## config.mk

```make
export PLATFORM = sky130hd
export DESIGN_NAME = bram_accessor_pipe
export DESIGN_NICKNAME = d
export VERILOG_FILES = /design/src/rtl/bram_accessor_pkg.sv /design/src/rtl/bram_accessor_pipe_lane.sv /design/src/rtl/bram_accessor_pipe.sv
export SDC_FILE = /design/constraint.sdc
export NUM_CORES = 1
export LEC_CHECK = 0
export ABC_AREA = 1
export CORE_MARGIN = 2
export CORE_UTILIZATION = 56
export DETAILED_ROUTE_END_ITERATION = 10
export PLACE_DENSITY = 0.8
export SYNTH_ARGS = -nofsm -noshare
export SYNTH_HDL_FRONTEND = slang
export SYNTH_SLANG_ARGS = --single-unit
```

## constraint.sdc

```tcl
create_clock -name clk -period 4.2 [get_ports clk]
set_clock_uncertainty 0.05 [all_clocks]
set_input_delay 0.42 -clock clk [delete_from_list [all_inputs] [get_ports clk]]
set_output_delay 0.42 -clock clk [all_outputs]
set_load 0.03 [all_outputs]
```

## src/rtl/bram_accessor_pkg.sv

```systemverilog
// Shared types for the BRAM accessor pipeline:
// FSM state encoding and per-lane operation codes.
package bram_accessor_pkg;

    typedef enum logic [1:0] {
        S_IDLE  = 2'b00,
        S_RUN   = 2'b01,
        S_DRAIN = 2'b10,
        S_DONE  = 2'b11
    } state_e;

    localparam logic [1:0] OP_PASS   = 2'b00;
    localparam logic [1:0] OP_SQUARE = 2'b01;
    localparam logic [1:0] OP_SCALE  = 2'b10;
    localparam logic [1:0] OP_BIAS   = 2'b11;

endpackage

```

## src/rtl/bram_accessor_pipe_lane.sv

```systemverilog
// One registered lane: widens an unsigned input lane to 2x width
// through pass, square, scale or bias.
module lane_core
    import bram_accessor_pkg::*;
#(
    parameter int IN_DATA_WIDTH = 8
) (
    input  logic                         clk,
    input  logic                         reset,
    input  logic [IN_DATA_WIDTH-1:0]     lane_i,
    input  logic [1:0]                   op_i,
    input  logic [IN_DATA_WIDTH-1:0]     scale_i,
    output logic [2*IN_DATA_WIDTH-1:0]   res_o
);

    localparam int DW = 2 * IN_DATA_WIDTH;

    logic [DW-1:0] a;
    logic [DW-1:0] s;
    logic [DW-1:0] res_d;
    logic [DW-1:0] res_q;

    always_comb begin
        a     = {{IN_DATA_WIDTH{1'b0}}, lane_i};
        s     = {{IN_DATA_WIDTH{1'b0}}, scale_i};
        res_d = '0;
        unique case (op_i)
            OP_PASS:   res_d = a;
            OP_SQUARE: res_d = a * a;
            OP_SCALE:  res_d = a * s;
            OP_BIAS:   res_d = a + s;
            default:   res_d = '0;
        endcase
    end

    always_ff @(posedge clk) begin
        if (reset) res_q <= '0;
        else       res_q <= res_d;
    end

    assign res_o = res_q;

endmodule

```

## src/rtl/bram_accessor_pipe.sv

```systemverilog
// Streams a run of words from BRAM0 through NUM_CORE lane cores
// into BRAM1, one word per cycle, pipelined over the read latency.
module bram_accessor_pipe
    import bram_accessor_pkg::*;
#(
    parameter int NUM_CORE      = 4,
    parameter int IN_DATA_WIDTH = 8,
    parameter int DWIDTH_1      = NUM_CORE * IN_DATA_WIDTH,
    parameter int DWIDTH_2      = 2 * DWIDTH_1,
    parameter int AWIDTH        = 8,
    parameter int CNT_BIT       = 9,
    parameter int RD_LAT        = 1
) (
    input  logic                     clk,
    input  logic                     reset,
    input  logic                     start_run_i,
    input  logic [CNT_BIT-1:0]       run_count_i,
    input  logic [AWIDTH-1:0]        src_base_i,
    input  logic [AWIDTH-1:0]        dst_base_i,
    input  logic [1:0]               op_mode_i,
    input  logic [IN_DATA_WIDTH-1:0] scale_i,
    input  logic [DWIDTH_1-1:0]      q_b0_i,
    output logic                     idle_o,
    output logic                     read_o,
    output logic                     write_o,
    output logic                     done_o,
    output logic [AWIDTH-1:0]        addr_b0_o,
    output logic                     ce_b0_o,
    output logic                     we_b0_o,
    output logic [DWIDTH_1-1:0]      d_b0_o,
    output logic [AWIDTH-1:0]        addr_b1_o,
    output logic                     ce_b1_o,
    output logic                     we_b1_o,
    output logic [DWIDTH_2-1:0]      d_b1_o
);

    localparam int DW = 2 * IN_DATA_WIDTH;
    localparam logic [CNT_BIT-1:0] ONE = 1;
    localparam logic [1:0] DRN_LAST = 2'(RD_LAT);

    state_e                   state_q, state_d;
    logic [CNT_BIT-1:0]       cnt_q, cnt_d;
    logic [CNT_BIT-1:0]       rcnt_q, rcnt_d;
    logic [AWIDTH-1:0]        wcnt_q, wcnt_d;
    logic [AWIDTH-1:0]        src_q, src_d;
    logic [AWIDTH-1:0]        dst_q, dst_d;
    logic [1:0]               op_q, op_d;
    logic [IN_DATA_WIDTH-1:0] scale_q, scale_d;
    logic [1:0]               drn_q, drn_d;
    logic [RD_LAT:0]          vld_q, vld_d;

    logic                     issue;
    logic                     wr;
    logic [DWIDTH_2-1:0]      lane_res;

    assign issue = (state_q == S_RUN);
    assign wr    = vld_q[RD_LAT];

    always_comb begin
        state_d = state_q;
        cnt_d   = cnt_q;
        rcnt_d  = rcnt_q;
        wcnt_d  = wcnt_q;
        src_d   = src_q;
        dst_d   = dst_q;
        op_d    = op_q;
        scale_d = scale_q;
        drn_d   = drn_q;
        vld_d   = {vld_q[RD_LAT-1:0], issue};
        if (wr) wcnt_d = wcnt_q + 1'b1;
        unique case (state_q)
            S_IDLE: begin
                if (start_run_i) begin
                    cnt_d   = run_count_i;
                    src_d   = src_base_i;
                    dst_d   = dst_base_i;
                    op_d    = op_mode_i;
                    scale_d = scale_i;
                    rcnt_d  = '0;
                    wcnt_d  = '0;
                    drn_d   = '0;
                    state_d = (run_count_i == '0) ? S_DONE : S_RUN;
                end
            end
            S_RUN: begin
                rcnt_d = rcnt_q + ONE;
                if (rcnt_q == cnt_q - ONE) begin
                    state_d = S_DRAIN;
                    drn_d   = '0;
                end
            end
            S_DRAIN: begin
                drn_d = drn_q + 2'd1;
                if (drn_q == DRN_LAST) state_d = S_DONE;
            end
            S_DONE: state_d = S_IDLE;
            default: state_d = S_IDLE;
        endcase
    end

    always_ff @(posedge clk) begin
        if (reset) begin
            state_q <= S_IDLE;
            cnt_q   <= '0;
            rcnt_q  <= '0;
            wcnt_q  <= '0;
            src_q   <= '0;
            dst_q   <= '0;
            op_q    <= '0;
            scale_q <= '0;
            drn_q   <= '0;
            vld_q   <= '0;
        end else begin
            state_q <= state_d;
            cnt_q   <= cnt_d;
            rcnt_q  <= rcnt_d;
            wcnt_q  <= wcnt_d;
            src_q   <= src_d;
            dst_q   <= dst_d;
            op_q    <= op_d;
            scale_q <= scale_d;
            drn_q   <= drn_d;
            vld_q   <= vld_d;
        end
    end

    for (genvar i = 0; i < NUM_CORE; i++) begin : g_lane
        lane_core #(
            .IN_DATA_WIDTH(IN_DATA_WIDTH)
        ) u_lane (
            .clk    (clk),
            .reset  (reset),
            .lane_i (q_b0_i[i*IN_DATA_WIDTH +: IN_DATA_WIDTH]),
            .op_i   (op_q),
            .scale_i(scale_q),
            .res_o  (lane_res[i*DW +: DW])
        );
    end

    // Addresses and write data are gated so idle outputs read as zero.
    assign idle_o    = (state_q == S_IDLE);
    assign done_o    = (state_q == S_DONE);
    assign ce_b0_o   = issue;
    assign read_o    = issue;
    assign we_b0_o   = 1'b0;
    assign d_b0_o    = '0;
    assign addr_b0_o = issue ? src_q + rcnt_q[AWIDTH-1:0] : '0;
    assign we_b1_o   = wr;
    assign ce_b1_o   = wr;
    assign write_o   = wr;
    assign addr_b1_o = wr ? dst_q + wcnt_q : '0;
    assign d_b1_o    = wr ? lane_res : '0;

endmodule
```

### Yosys cells after proc, flatten, opt, wreduce, memory -nomap -nowiden

Index checks and enable logic that the tools add are counted.

| cells by class | value |
|---|---|
| $add $sub $neg | 10 |
| order comparisons | 0 |
| div/mod/pow operators | 0 |
| multiply operators | 8 |
| multiplexer cells | 20 |
| bitwise gates (word level) | 0 |
| reductions and logical operators | 9 |
| eq/ne operators | 11 |
| shift-type cells | 0 |

Operators by type and width:

| cell | count |
|---|---|
| one-hot mux 16 bit (4 select lines) | 4 |
| multiplier 8 x 8 -> 16 bit | 8 |
| two-way mux 64 bit | 1 |
| two-way mux 8 bit | 5 |
| adder 8 x 8 -> 9 bit | 4 |
| one-hot mux 9 bit (2 select lines) | 1 |
| adder 8 bit | 2 |
| two-way mux 2 bit | 6 |
| adder 9 x 1 -> 9 bit, second input constant | 1 |
| equality test 9 bit | 1 |
| zero test 9 bit | 1 |
| two-way mux 9 bit | 1 |
| subtractor 9 x 1 -> 9 bit, second input constant | 1 |
| adder 8 x 1 -> 8 bit, second input constant | 1 |
| equality test 2 bit, second input constant | 4 |
| one-hot mux 2 bit (4 select lines) | 1 |
| equality test 2 x 1 -> 1 bit, second input constant | 3 |
| one-hot mux 2 bit (3 select lines) | 1 |
| AND reduction 3 bit | 2 |
| zero test 2 bit | 2 |
| != test 2 bit, second input constant | 2 |
| AND reduction 2 bit | 2 |
| nonzero test 3 bit | 1 |
| adder 2 x 1 -> 2 bit, second input constant | 1 |
| other kinds (2) | 2 |

| word-level totals | value |
|---|---|
| flip-flop bits (word level) | 122 |
| bits in read-only memories | 0 |
| logic and storage cells | 72 |
| input port bits | 70 |
| bits in latches | 0 |
| bits in writable memories | 0 |
| memories | 0 |

### Longest topological paths before layout

| depth | value |
|---|---|
| depth in word-level cells | 4 |
| gate-level depth with buffers | 23 |
| mapped depth without buffers | 21 |

### Modules after synthesis

A second synthesis with hierarchy kept.

| second synthesis, totals | value |
|---|---|
| cell total of the unflattened synthesis | 3807 |
| area total of the unflattened synthesis | 24820.1 µm² |

Modules (own cells, without submodules):

| module | cells an instance | times used | sequential area each (µm²) | area each (µm²) |
|---|---|---|---|---|
| lane_core at g_lane[0].u_lane | 798 | 1 | 320.3 | 5217.5 |
| lane_core at g_lane[2].u_lane | 788 | 1 | 320.3 | 5217.5 |
| lane_core at g_lane[1].u_lane | 795 | 1 | 320.3 | 5191.2 |
| lane_core at g_lane[3].u_lane | 793 | 1 | 320.3 | 5182.5 |
| bram_accessor_pipe | 633 | 1 | 1161.1 | 4011.3 |

### Worst setup path before layout

Ideal clock, no wire load.

| timing path | value |
|---|---|
| path type | input port to flip-flop |
| start point | input q_b0_i[29] |
| end point | register g_lane[3].u_lane.res_q[12] |
| data required time | 4.018 ns |
| setup slack | -0.376 ns |
| stages | 18 |
| setup time | 0.132 ns |
| path buffers | 2 |
| arrival | 4.394 ns |
| cells stage by stage | clkbuf_1 buf_1 nand2_1 fa_1 fa_1 inv_1 fa_1 inv_1 fa_1 inv_1 ha_1 a21oi_1 or2_2 nand3_1 a21oi_1 or2_2 nand3_1 a21oi_1 |

| between the ends | value |
|---|---|
| longest elaborated chain between the ends | 2 |
| elaborated cells on any way between the ends | 3 |

Ends and longest elaborated chain:

| element | line | text |
|---|---|---|
| start: declaration | bram_accessor_pipe.sv:22 | `input logic [DWIDTH_1-1:0] q_b0_i,` |
| multiplier 8 x 8 -> 16 bit (on tied branches) | bram_accessor_pipe_lane.sv:30, bram_accessor_pipe_lane.sv:29 |  |
| one-hot mux 16 bit (4 select lines) * | bram_accessor_pipe_lane.sv:27 | `unique case (op_i)` |
| end signal: assignment | bram_accessor_pipe_lane.sv:38 | `else res_q <= res_d;` |
| end: declaration | bram_accessor_pipe_lane.sv:21 | `logic [DW-1:0] res_q;` |

Mark *: on every way between the ends. The rest lies on a longest branch, timed or not.
A chain may end at the register's enable or synchronous reset.

### Final worst setup path

| timing path | value |
|---|---|
| start point | register scale_q[4] |
| end point | register g_lane[0].u_lane.res_q[15] |

| between the ends | value |
|---|---|
| longest elaborated chain between the ends | 2 |

Ends and longest elaborated chain:

| element | line | text |
|---|---|---|
| start: declaration | bram_accessor_pipe.sv:48 | `logic [IN_DATA_WIDTH-1:0] scale_q, scale_d;` |
| start signal: assignment | bram_accessor_pipe.sv:121 | `scale_q <= scale_d;` |
| multiplier 8 x 8 -> 16 bit | bram_accessor_pipe_lane.sv:30 | `OP_SCALE: res_d = a * s;` |
| one-hot mux 16 bit (4 select lines) | bram_accessor_pipe_lane.sv:27 |  |
| end signal: assignment | bram_accessor_pipe_lane.sv:38 |  |
| end: declaration | bram_accessor_pipe_lane.sv:21 |  |

Every way passes these cells.

==> run metrics <==
outcome=finished with violations; failing checks=negative setup slack; GRT Overall Usage=between 30% and 40%; asr flop ratio synth=0%; Post-synth EDFFs=0; LEAKAGE=about 18 nW; most used cell along the critical path=fa_1; first-pass GRT wire length=~110000 µm; Max Cap Viol=0; cell area after synthesis=roughly 0.023 mm²; CP max-delay cell=fa_1; Crit Path Max Fanout=6; Worst R2R End=g_lane[0].u_lane.res_o[15]; post-layout min period=around 4.3 ns; fraction of power consumed by combinational cells=just under 80%; largest family of logic cells by synthesized area=adder cells; # H-tree levels=4; crit-path max cell delay=about 0.55 ns; critical path, cell by cell=buf_12 > buf_8 > nand2_4 > fa_1 > fa_1 > inv_1 > fa_1 > inv_2 > fa_1 > inv_2 > ha_4 > buf_4 > nand4_1 > o21ai_1 > buf_4 > nand2_1 > nand3_1 > nand2_1 > nand3_1 > a21oi_1; Synth Area in XOR/XNOR=under 10%; Netlist cell types=47; Die Y=between 200 and 250 µm; die width=between 200 and 250 µm; ys flop type=dfxtp_1; internal power=between 7 and 8 mW; average vias per placed instance=5.36; Pwr Density=approximately 480 mW/mm²; drt wl/cell=between 15 and 20 µm; Worst Tran Pin Value=between 1 and 1.5 ns; CTS buffer count=17; CP arrival=roughly 4.5 ns; Slew headroom=between 20% and 30%; Critical Path RT=about 4.5 ns; Peak VDD IR=0.357 mV; Seq cells post-synth=122; Worst Reg-to-Reg Cells=20; multiplexer share of the synthesized area=0%; nature of the critical path startpoint=register; DR pass1 iterations=9; clock network fraction of total power=10.9%; setup TNS=-0.428 ns; setup violators final=13; CTS tree=built; hold endpoint=vld_q[1]; GRT Residual Overflow=0; most common cell after layout, fill and taps aside=inv_1; port bufs=around 160; critical path class=reg2reg; Hold Crit Depth=2; Simple-Gate Fraction of Synth Area=roughly a fifth; period utilization=102%; Core Box Area=roughly 0.041 mm²; clk sink count=about 120; Mapped Avg Cell Area=around 7 µm²; antenna violations before repair=0; worst hold path class=reg2reg; via count=23300; clock slew at reported path FFs=around 0.07 ns; post-synthesis sequential area ratio=around a tenth; sequential share of power=around 11%; share of cells above drive strength 1=between 10% and 20%; Crit. End Element=register; n_diodes=0; row count=74; die footprint=approximately 0.043 mm²; Reg2Reg Launch Point=scale_q[4]; post-synthesis compound-gate area fraction=approximately an eighth; dpl hpwl=49600 µm; switching power=7.05 mW; number of global-route vias before repair=approximately 23000; CTS max path bufs=2; DRC Markers=0; Nets=about 4400; Detail Route Antenna Nets=0; drt total wl=about 69000 µm; Ports=190; worst-skew pair later-pin latency=between 0.4 and 0.5 ns; Ys Warns=0; Post-Synthesis Cells=3362; max-slew violation count=0; Max Fclk=between 200 and 250 MHz; most frequent cells in the layout=831 x inv_1, 672 x nand2_1, 334 x buf_4, 280 x ha_1, 245 x fa_1; P&R area growth vs syn=27.7%; switching share of power=roughly half; largest net degree at the start of global routing=approximately 80; root buf cell=clkbuf_16; total power=around 14 mW; RSZ-0062 raised after global routing=yes; final count of hold timing violations=0; final worst setup slack=-0.0723 ns; GPL Wtd Cong=approximately 0.94; post-synthesis adder-cell area fraction=38.6%; hold_sp=vld_q[0]; Starting DRT DRC Count=about 2300; reg-to-reg slack, setup=-0.07 ns; initial core utilization=56.6%
## area by class of cell
cell class                 count  area (µm²)
clock buffer                  17         425
clock inverter                15         170
fill                        3077       11300
inverter                     866        3250
multi-input combinational   2243       17600
sequential                   122        2460
tap                          532         666
timing repair buffer         545        4960
## worst max-delay path, delay by kind of cell, from the launching register on
kind                     cells  cell delay [ns]
flip-flops                   1             0.40
AND/OR/NAND/NOR              6             0.41
buffers and inverters        7             0.71
AO/OA/AOI/OAI                2             0.23
adder cells (fa/ha/maj)      5             2.33
## flip-flops by register name (all words and copies together), names as in the netlist
name                 count
drn_q                    2
dst_q                    8
state_q                  2
op_q                     2
vld_q                    2
src_q                    8
cnt_q                    9
rcnt_q                   9
wcnt_q                   8
scale_q                  8
g_lane.u_lane.res_o     64
## power groups by stage
| stage | combinational, mW | sequential, mW | clock, mW |
|---|---|---|---|
| final | 11.1 | 1.63 | 1.56 |
| after global routing | 12.3 | 1.66 | 1.62 |
| after CTS | 9.87 | 1.61 | 1.57 |
| after detailed placement | 9.32 | 1.64 | 0 |
| after global placement | 9.05 | 1.64 | 0 |
| after floorplan | 6.05 | 1.56 | 0 |
## timing repair
| action | CTS | global route |
|---|---|---|
| hold buffers | 0 | 0 |
| setup endpoints to repair | 34 | 42 |
| gates cloned | 3 | 5 |
| pin swaps | 19 | 80 |
| resized for setup | 56 | 220 |
| setup buffers | 10 | 25 |
## how the worst max path moves through the flow
stage | start | endpoint | cells past startpoint
floorplan | scale_q[4] | g_lane[3].u_lane.res_o[12] | 18
global placement | q_b0_i[20] | g_lane[2].u_lane.res_o[12] | 17
detailed placement | q_b0_i[20] | g_lane[2].u_lane.res_o[12] | 17
CTS | scale_q[4] | g_lane[1].u_lane.res_o[12] | 20
global route | scale_q[4] | g_lane[0].u_lane.res_o[14] | 19
finish | scale_q[4] | g_lane[0].u_lane.res_o[15] | 20
## cell families after synthesis
| group | after synthesis |
|---|---|
| and+or+nand+nor | 1104 |
| DFF | 122 |
| adders and majority gates | 563 |
| buffers and inverters | 1030 |
| other | 2 |
| AOI/OAI and AO/OA | 494 |
| xor gates and xnor gates | 47 |
## stage by stage
| step | setup WS, ns | hold WS [ns] | cell area [µm²] | util [%] | cells |
|---|---|---|---|---|---|
| floorplan | -0.0406 | 0.338 | 23400 | - | 3395 |
| global placement | -0.672 | 0.331 | 27500 | 67.4 | 4267 |
| detailed placement | -0.751 | 0.339 | 27500 | 67.4 | 4267 |
| CTS | -0.0150 | 0.351 | 28500 | 69.9 | 4312 |
| global route | -0.205 | 0.381 | 29500 | 72.3 | 4340 |
| finish | -0.0723 | 0.350 | 29500 | 72.3 | 4340 |
## cells in the mapped netlist, types with 22 or more instances
cell,n,area (µm²)
inv_1,861,3230
nand2_1,701,2630
ha_1,313,3920
fa_1,250,5000
a21oi_1,243,1220
nor2_1,165,619
o21ai_0,146,731
nand3_1,135,676
dfxtp_1,122,2440
clkbuf_1,110,413
buf_4,37,278
nor3_1,32,160
xnor2_1,28,245
nand4_1,22,138
## per-layer routing
metal  routed length (µm)  track usage (%)  share of wire, %  vias to the layer above
met5                    0                0                 0                        -
met3                 6200             5.02               9.0                      271
met1                26600             38.6                39                    10800
met2                32400             53.1                47                     1129
met4                 3290             12.7               4.8                        0
li1                     -                -                 -                    11100
Note: power is estimated with default switching activity, not from simulation.
